File: config.mk
export PLATFORM = sky130hd
export DESIGN_NAME = addsub_issue_ctrl
export DESIGN_NICKNAME = d
export VERILOG_FILES = /design/src/rtl/addsub_issue_ctrl.sv
export SDC_FILE = /design/constraint.sdc
export NUM_CORES = 1
export LEC_CHECK = 0
export ABC_AREA = 1
export BUFFER_PORTS_ARGS = -buffer_cell sky130_fd_sc_hd__buf_2
export CELL_PAD_IN_SITES_DETAIL_PLACEMENT = 1
export CELL_PAD_IN_SITES_GLOBAL_PLACEMENT = 2
export CORE_MARGIN = 2
export CORE_UTILIZATION = 35
export DETAILED_ROUTE_END_ITERATION = 6
export GPL_ROUTABILITY_DRIVEN = 0
export PLACE_DENSITY_LB_ADDON = 0.3
export SYNTH_ARGS = -nofsm -noshare
export SYNTH_HDL_FRONTEND = slang
export SYNTH_SLANG_ARGS = --single-unit
export TNS_END_PERCENT = 50
File: constraint.sdc
create_clock -name CLK -period 6.4 [get_ports CLK]
set_input_delay 1.92 -clock CLK [delete_from_list [all_inputs] [get_ports CLK]]
set_output_delay 1.92 -clock CLK [all_outputs]
set_load 0.03 [all_outputs]
File: src/rtl/addsub_issue_ctrl.sv
// addsub_issue_ctrl
// Issue/return controller that sits in front of a fixed-latency c_addsub
// core. It registers each accepted operand pair onto the core inputs. It
// tracks every pair through the core with a valid-tag shift register. It
// then captures the core result into a first-word-fall-through buffer.
// Credit-based flow control keeps the buffer from overflowing. Because of
// that, the core never has to stall.
//
// Ports
//   CLK, RST             clock (rising edge), synchronous active-high reset
//   IN_VALID/IN_READY    operand pair handshake
//   IN_A, IN_B, IN_ADD   operands and mode (1=add, 0=A-B)
//   IP_A, IP_B, IP_ADD   registered operands/mode driven to the core
//   IP_S                 core result, meaningful only when a tag exits
//   OUT_VALID/OUT_READY  result handshake
//   OUT_S                result at buffer head
//   BUSY                 any pair in flight or buffered
//
// Handshake: a transfer happens on a rising edge where valid && ready are
// both high. A producer holding valid keeps its data stable until that
// edge. IN_READY and OUT_VALID depend only on registered state (and RST),
// never on IN_VALID or OUT_READY.

module addsub_issue_ctrl #(
  parameter int WIDTH      = 32,
  parameter int LATENCY    = 2,
  parameter int FIFO_DEPTH = 4
) (
  input  logic             CLK,
  input  logic             RST,
  input  logic             IN_VALID,
  output logic             IN_READY,
  input  logic [WIDTH-1:0] IN_A,
  input  logic [WIDTH-1:0] IN_B,
  input  logic             IN_ADD,
  output logic [WIDTH-1:0] IP_A,
  output logic [WIDTH-1:0] IP_B,
  output logic             IP_ADD,
  input  logic [WIDTH-1:0] IP_S,
  output logic             OUT_VALID,
  input  logic             OUT_READY,
  output logic [WIDTH-1:0] OUT_S,
  output logic             BUSY
);

  localparam int CW = $clog2(FIFO_DEPTH + 1);
  localparam int PW = $clog2(FIFO_DEPTH);

  // tag[0] is set on the accept edge. tag[LATENCY] marks the edge on which
  // the core result for that pair is present on IP_S.
  logic [LATENCY:0]  tag;
  logic [CW-1:0]     credit;
  logic [CW-1:0]     fifo_cnt;
  logic [PW-1:0]     rd_ptr;
  logic [PW-1:0]     wr_ptr;
  logic [WIDTH-1:0]  mem [FIFO_DEPTH];

  logic accept;
  logic pop;
  logic wr;
  logic fifo_full;

  function automatic logic [PW-1:0] next_ptr(input logic [PW-1:0] p);
    return (p == PW'(FIFO_DEPTH - 1)) ? '0 : p + PW'(1);
  endfunction

  // Credits count every pair not yet popped, whether it is in flight or
  // buffered. Therefore the buffer always has room for every tag that can
  // exit.
  assign IN_READY  = !RST && (credit < CW'(FIFO_DEPTH));
  assign OUT_VALID = (fifo_cnt != '0);
  assign OUT_S     = OUT_VALID ? mem[rd_ptr] : '0;
  assign BUSY      = (credit != '0);
  assign fifo_full = (fifo_cnt == CW'(FIFO_DEPTH));

  assign accept = IN_VALID && IN_READY;
  assign pop    = OUT_VALID && OUT_READY;
  assign wr     = tag[LATENCY];

  // Operand registers feeding the core
  always_ff @(posedge CLK) begin
    if (RST) begin
      IP_A   <= '0;
      IP_B   <= '0;
      IP_ADD <= 1'b1;
    end else if (accept) begin
      IP_A   <= IN_A;
      IP_B   <= IN_B;
      IP_ADD <= IN_ADD;
    end
  end

  // Tag pipeline and credit counter
  always_ff @(posedge CLK) begin
    if (RST) begin
      tag    <= '0;
      credit <= '0;
    end else begin
      tag <= {tag[LATENCY-1:0], accept};
      case ({accept, pop})
        2'b10:   credit <= credit + CW'(1);
        2'b01:   credit <= credit - CW'(1);
        default: credit <= credit;
      endcase
    end
  end

  // Buffer pointers and occupancy. A write and a pop on the same edge while
  // full is safe: the head is read before the edge and overwritten on it.
  always_ff @(posedge CLK) begin
    if (RST) begin
      rd_ptr   <= '0;
      wr_ptr   <= '0;
      fifo_cnt <= '0;
    end else begin
      if (wr)  wr_ptr <= next_ptr(wr_ptr);
      if (pop) rd_ptr <= next_ptr(rd_ptr);
      case ({wr, pop})
        2'b10:   fifo_cnt <= fifo_cnt + CW'(1);
        2'b01:   fifo_cnt <= fifo_cnt - CW'(1);
        default: fifo_cnt <= fifo_cnt;
      endcase
    end
  end

  // Storage needs no reset; OUT_S is gated by OUT_VALID.
  always_ff @(posedge CLK) begin
    if (wr && !RST) mem[wr_ptr] <= IP_S;
  end

  // The credit scheme must make these impossible.
  always_ff @(posedge CLK) begin
    if (!RST) begin
      assert (!(wr && fifo_full && !pop));
      assert (credit <= CW'(FIFO_DEPTH));
    end
  end

endmodule

Yosys cells after proc, flatten, opt, wreduce, memory -nomap -nowiden

Memory sizes are Yosys's and may differ from the RTL's. A register that Yosys moved wholly into a read port is not among the register bits.
Cells that the tools add are included.
W data, S select, Z words.

$add $sub $neg: 6
Multipliers: 0
Div/mod/pow operators: 0
$lt $le $gt $ge: 1
Equal/unequal tests: 6
Shift operators: 0
Multiplexer cells: 9
Bitwise gates (word level): 0
Reduce and logical (&&, ||, !) cells: 9

Operators with widths:

| operator              | number |
|---|---|
| $mux W32              | 1 |
| $pmux W3 S2           | 2 |
| $eq A2 B2 Y1 const B  | 4 |
| $mux W2               | 4 |
| $add A3 B1 Y3 const B | 2 |
| $reduce_bool A3 Y1    | 2 |
| $sub A3 B1 Y3 const B | 2 |
| $add A2 B1 Y2 const B | 2 |
| $eq A2 B1 Y1 const B  | 2 |
| $logic_and A1 B1 Y1   | 4 |
| $reduce_bool A2 Y1    | 2 |
| $lt A3 B3 Y1 const B  | 1 |
| $mux W1               | 2 |
| $logic_not A1 Y1      | 1 |

Bits in registers: 78
Bits in latches: 0
RAM bits: 128
Bits in read-only memories: 0
Bits of input ports: 101
Word-level logic and storage cells: 40
Memories kept: 1

Memories:

| memory | words | width | read ports | clocked after Yosys merged registers in | write ports | line | RTL |
|---|---|---|---|---|---|---|---|
| mem    | 4     | 32    | 1          | 1                                       | 1           | 56   | `logic [WIDTH-1:0] mem [FIFO_DEPTH];` |

Longest topological paths before layout

Word-level depth: 5
Mapped depth: 13
Gate-level depth less buffers: 13

Worst setup path before layout

No wires, ideal clock.

Path kind: input port to output port
Start: input port RST
End: output port IN_READY
Arrival: 2.124 ns
Required time: 4.480 ns
Path slack: 2.356 ns
Stages on the path: 1
Cell sequence: nor2_4

Word-level cells in the longest chain between the ends: 2

RTL lines:

| element             | line | RTL |
|---|---|---|
| start, declared     | 30   | `input logic RST,` |
| $logic_not A1 Y1    | n/a  |  |
| $logic_and A1 B1 Y1 | 70   | `assign IN_READY = !RST && (credit < CW'(FIFO_DEPTH));` |
| end, declared       | 32   | `output logic IN_READY,` |

Every way passes these cells.

==> results by group <==
Synthesis
  • Distinct cells, synth: 20
  • Sequential share of the synthesized area: 67.74%
  • Synth Area per Inst: a little over 10 um^2
  • Mapped Cells: 794
  • Asr flop ratio synth: 0%
  • Cells taking the most area after synthesis: edfxtp_1 (48%), dfxtp_1 (20%), nand2_1 (13%)
  • Syn Nets: between 900 and 1000
  • Count leader, synth: nand2_1
  • Post-synth top area share: 47.81%
  • Yosys Warn Count: 0
  • Number of flops mapped to enable cells by yosys: roughly 130
  • Synth top cells by count: nand2_1 (272), edfxtp_1 (128), nor2_1 (85)
  • Mapped cell area: between 8000 and 9000 um^2
  • FF+latch count, synth: about 210
  • Ys flop type: edfxtp_1
  • Biggest area consumer among synthesized cells: edfxtp_1

STA
  • Unrepaired setup endpoints after global routing: no
  • TNS Setup: 0 ns
  • Final setup fails: 0
  • Max Freq: roughly 230 MHz
  • Worst-Margin Slew: 1.162 ns
  • Min cycle time layout: 4.331 ns
  • Worst Slack Setup Final: 2.069 ns
  • Min Hold Slack: 0.4052 ns
  • Slew margin rel.: ~23%
  • Slew Viols, Final: 0
  • Skew final: around 0.0084 ns
  • Final Hold Fails: 0
  • Final Cycle Share: a little under 70%

Floorplan
  • DIE HEIGHT: approximately 160 um
  • Core region area: between 20000 and 25000 um^2
  • Initial Utilization: 35.62%
  • I/O Pins: 201
  • Core Rows: 55
  • Die area: approximately 24000 um^2
  • Die Span X: between 150 and 200 um

Power and ir drop
  • Max VDD drop: around 0.15 mV
  • Pleak: 0.004551 uW
  • Pwr/cell area: 399.3 nW/um^2

Critical path
  • R2r startpoint: credit[2]
  • Crit-path most repeated cell: nand2_1
  • Crit-path slowest cell: inv_2
  • Critical Path Source Type: register
  • Worst R2R Setup Slack: 4.10 ns
  • Cell Chain, Critical Path: inv_2 -> nand2_1 -> nand2_1 -> nand2_1 -> a21oi_1 -> buf_2
  • Max FO, Critical Path: 64
  • CP endpoint kind: primary output
  • Critical Path AT: approximately 2.4 ns
  • Crit Path Class: reg -> out
  • R2R depth: 6
  • Req. time, crit path: between 4 and 5 ns
  • R2R Path End: IP_A[28]
  • Largest stage delay on the critical path: about 0.75 ns

Finish
  • Area of the multi-input gates: ~2200 um^2
  • Fillers: 2612
  • Diode count: 0
  • Sequential cell area: 5446 um^2
  • Area Growth Syn to Fin: 25.37%
  • Layout cells sized above 1: approximately a quarter
  • Core Util, Final: between 40% and 50%
  • Final nets: about 1100

CTS
  • Worst-case clock buffer depth: 3
  • Setup Fix Bufs, Post-CTS: 0
  • CTS Sinks: 208
  • Post-CTS Resized: 0
  • Clk_lat worst skew: a little under 0.5 ns
  • CTS tree: built
  • Clock-pin transition on the worst setup and hold timing paths: 0.06 ns
  • Hold-fix buffers at CTS: 0
  • CTS Buf Count: 23
  • H-tree Lvls: 1
  • Root Buffer: clkbuf_16

Route
  • WL/cell: 15.75 um
  • Drt pass-1 iters: 4
  • Via count: around 6000
  • ANT nets after route: 0
  • Vias per cell: between 4 and 5
  • Remaining routing DRC violations: 0
  • Final wirelength: slightly above 20 mm
  • Drt initial violations: 237

Global route
  • Vias in the first global route: a little over 6000
  • Largest net degree at the start of global routing: 75
  • Gr usage total: between 15 and 20%
  • First-pass GRT wire length: between 30 and 40 mm
  • Congestion Overflow GR: 0
  • Initial antenna violation count: 2

Min path
  • Hold Startpoint: tag[1]
  • WHS Path Cells: 2
  • WHS Endpoint: tag[2]
  • Worst Hold Class: reg -> reg

Flow run
  • Max Cap Viol: 0

Place
  • Detailed-placement wirelength estimate: about 12 mm
  • Port Buffers: 200
  • Placement Setup Slack: approximately 2.1 ns

Run status
  • Outcome: completed
-- where the power goes --
group,switching (uW),internal [uW],leakage (uW)
Combinational,719,253,0.00232
Sequential,38.8,1490,0.00181
Clock,521,1000,0.000423
-- registers in the layout, summed over array words and instances, names as in the netlist, named ones only --
name      count
rd_ptr        2
IP_ADD        1
credit        3
tag           3
wr_ptr        2
IP_A         32
fifo_cnt      3
mem         128
IP_B         32
-- worst max-delay path, delay by kind of cell, from the launching register on --
family,cells,cell delay [ns]
AOI/OAI and AO/OA,1,0.33
DFF,1,0.32
and+or+nand+nor,3,0.25
buffers and inverters,2,1.01
-- routing by layer --
metal / vias to the layer above / share of wire, % / GRT usage, %
met1: 2724 / 42 / 20.34
li1: 2991 / - / -
met3: 30 / 9.5 / 6.667
met5: - / 0.11 / 0
met4: 4 / 1.9 / 4.369
met2: 175 / 46 / 28.19
-- cell usage in the layout, fill, tap and decap left out --
cell,synthesis,layout
dfxtp_2,0,1
clkinv_1,0,2
nor2_1,85,81
nand2_1,272,272
edfxtp_1,128,128
fa_1,2,2
nand3_1,66,66
nor2_4,1,5
o21ai_0,39,39
nand3b_1,1,1
clkbuf_16,0,23
buf_4,13,5
inv_2,3,4
inv_1,26,25
clkinvlp_4,0,1
clkinv_2,0,1
nand2_4,1,1
bufinv_16,0,8
clkbuf_8,0,2
clkbuf_1,7,4
nand4_1,1,1
buf_2,17,200
ha_1,7,7
dfxtp_1,80,79
a21oi_1,38,38
-- kinds of logic (layout without fill, tap and decap cells) --
family	after synthesis	after routing	synth area share, %
buffers and inverters	73	275	4.654
AO/OA/AOI/OAI	77	77	4.794
flip-flops	208	208	67.74
adder cells (fa/ha/maj)	9	9	1.588
AND/OR/NAND/NOR	427	427	21.23
-- how the worst max path moves through the flow --
stage / slack, ns / cells past startpoint / from / end
floorplan: 2.36 / 1 / RST / IN_READY
global placement: 2.09 / 3 / RST / IN_READY
detailed placement: 2.08 / 3 / RST / IN_READY
CTS: 1.97 / 6 / register / OUT_S[27]
global route: 1.82 / 6 / register / OUT_S[27]
finish: 2.07 / 6 / register / OUT_S[27]
-- cell type report --
type                    instances  share of cell area, %
inverters                      29                  1.080
clock inverters                12                  2.582
clock buffers                  29                  6.133
well taps                     285                  3.538
repair buffers                205                  10.30
flip-flops and latches        208                  54.04
multi-input cells             513                  22.32
-- through the flow --
stage | power (uW) | area, um^2 | cells
after CTS | 4087 | 10080 | 1281
final | 4024 | 10080 | 1281
after detailed placement | 2547 | 9200 | 1240
after floorplan | 2253 | 8039 | 794
after global placement | 2536 | 9200 | 1240
after global routing | 4241 | 10080 | 1281
No activity file was read; power rests on OpenSTA's default activity.
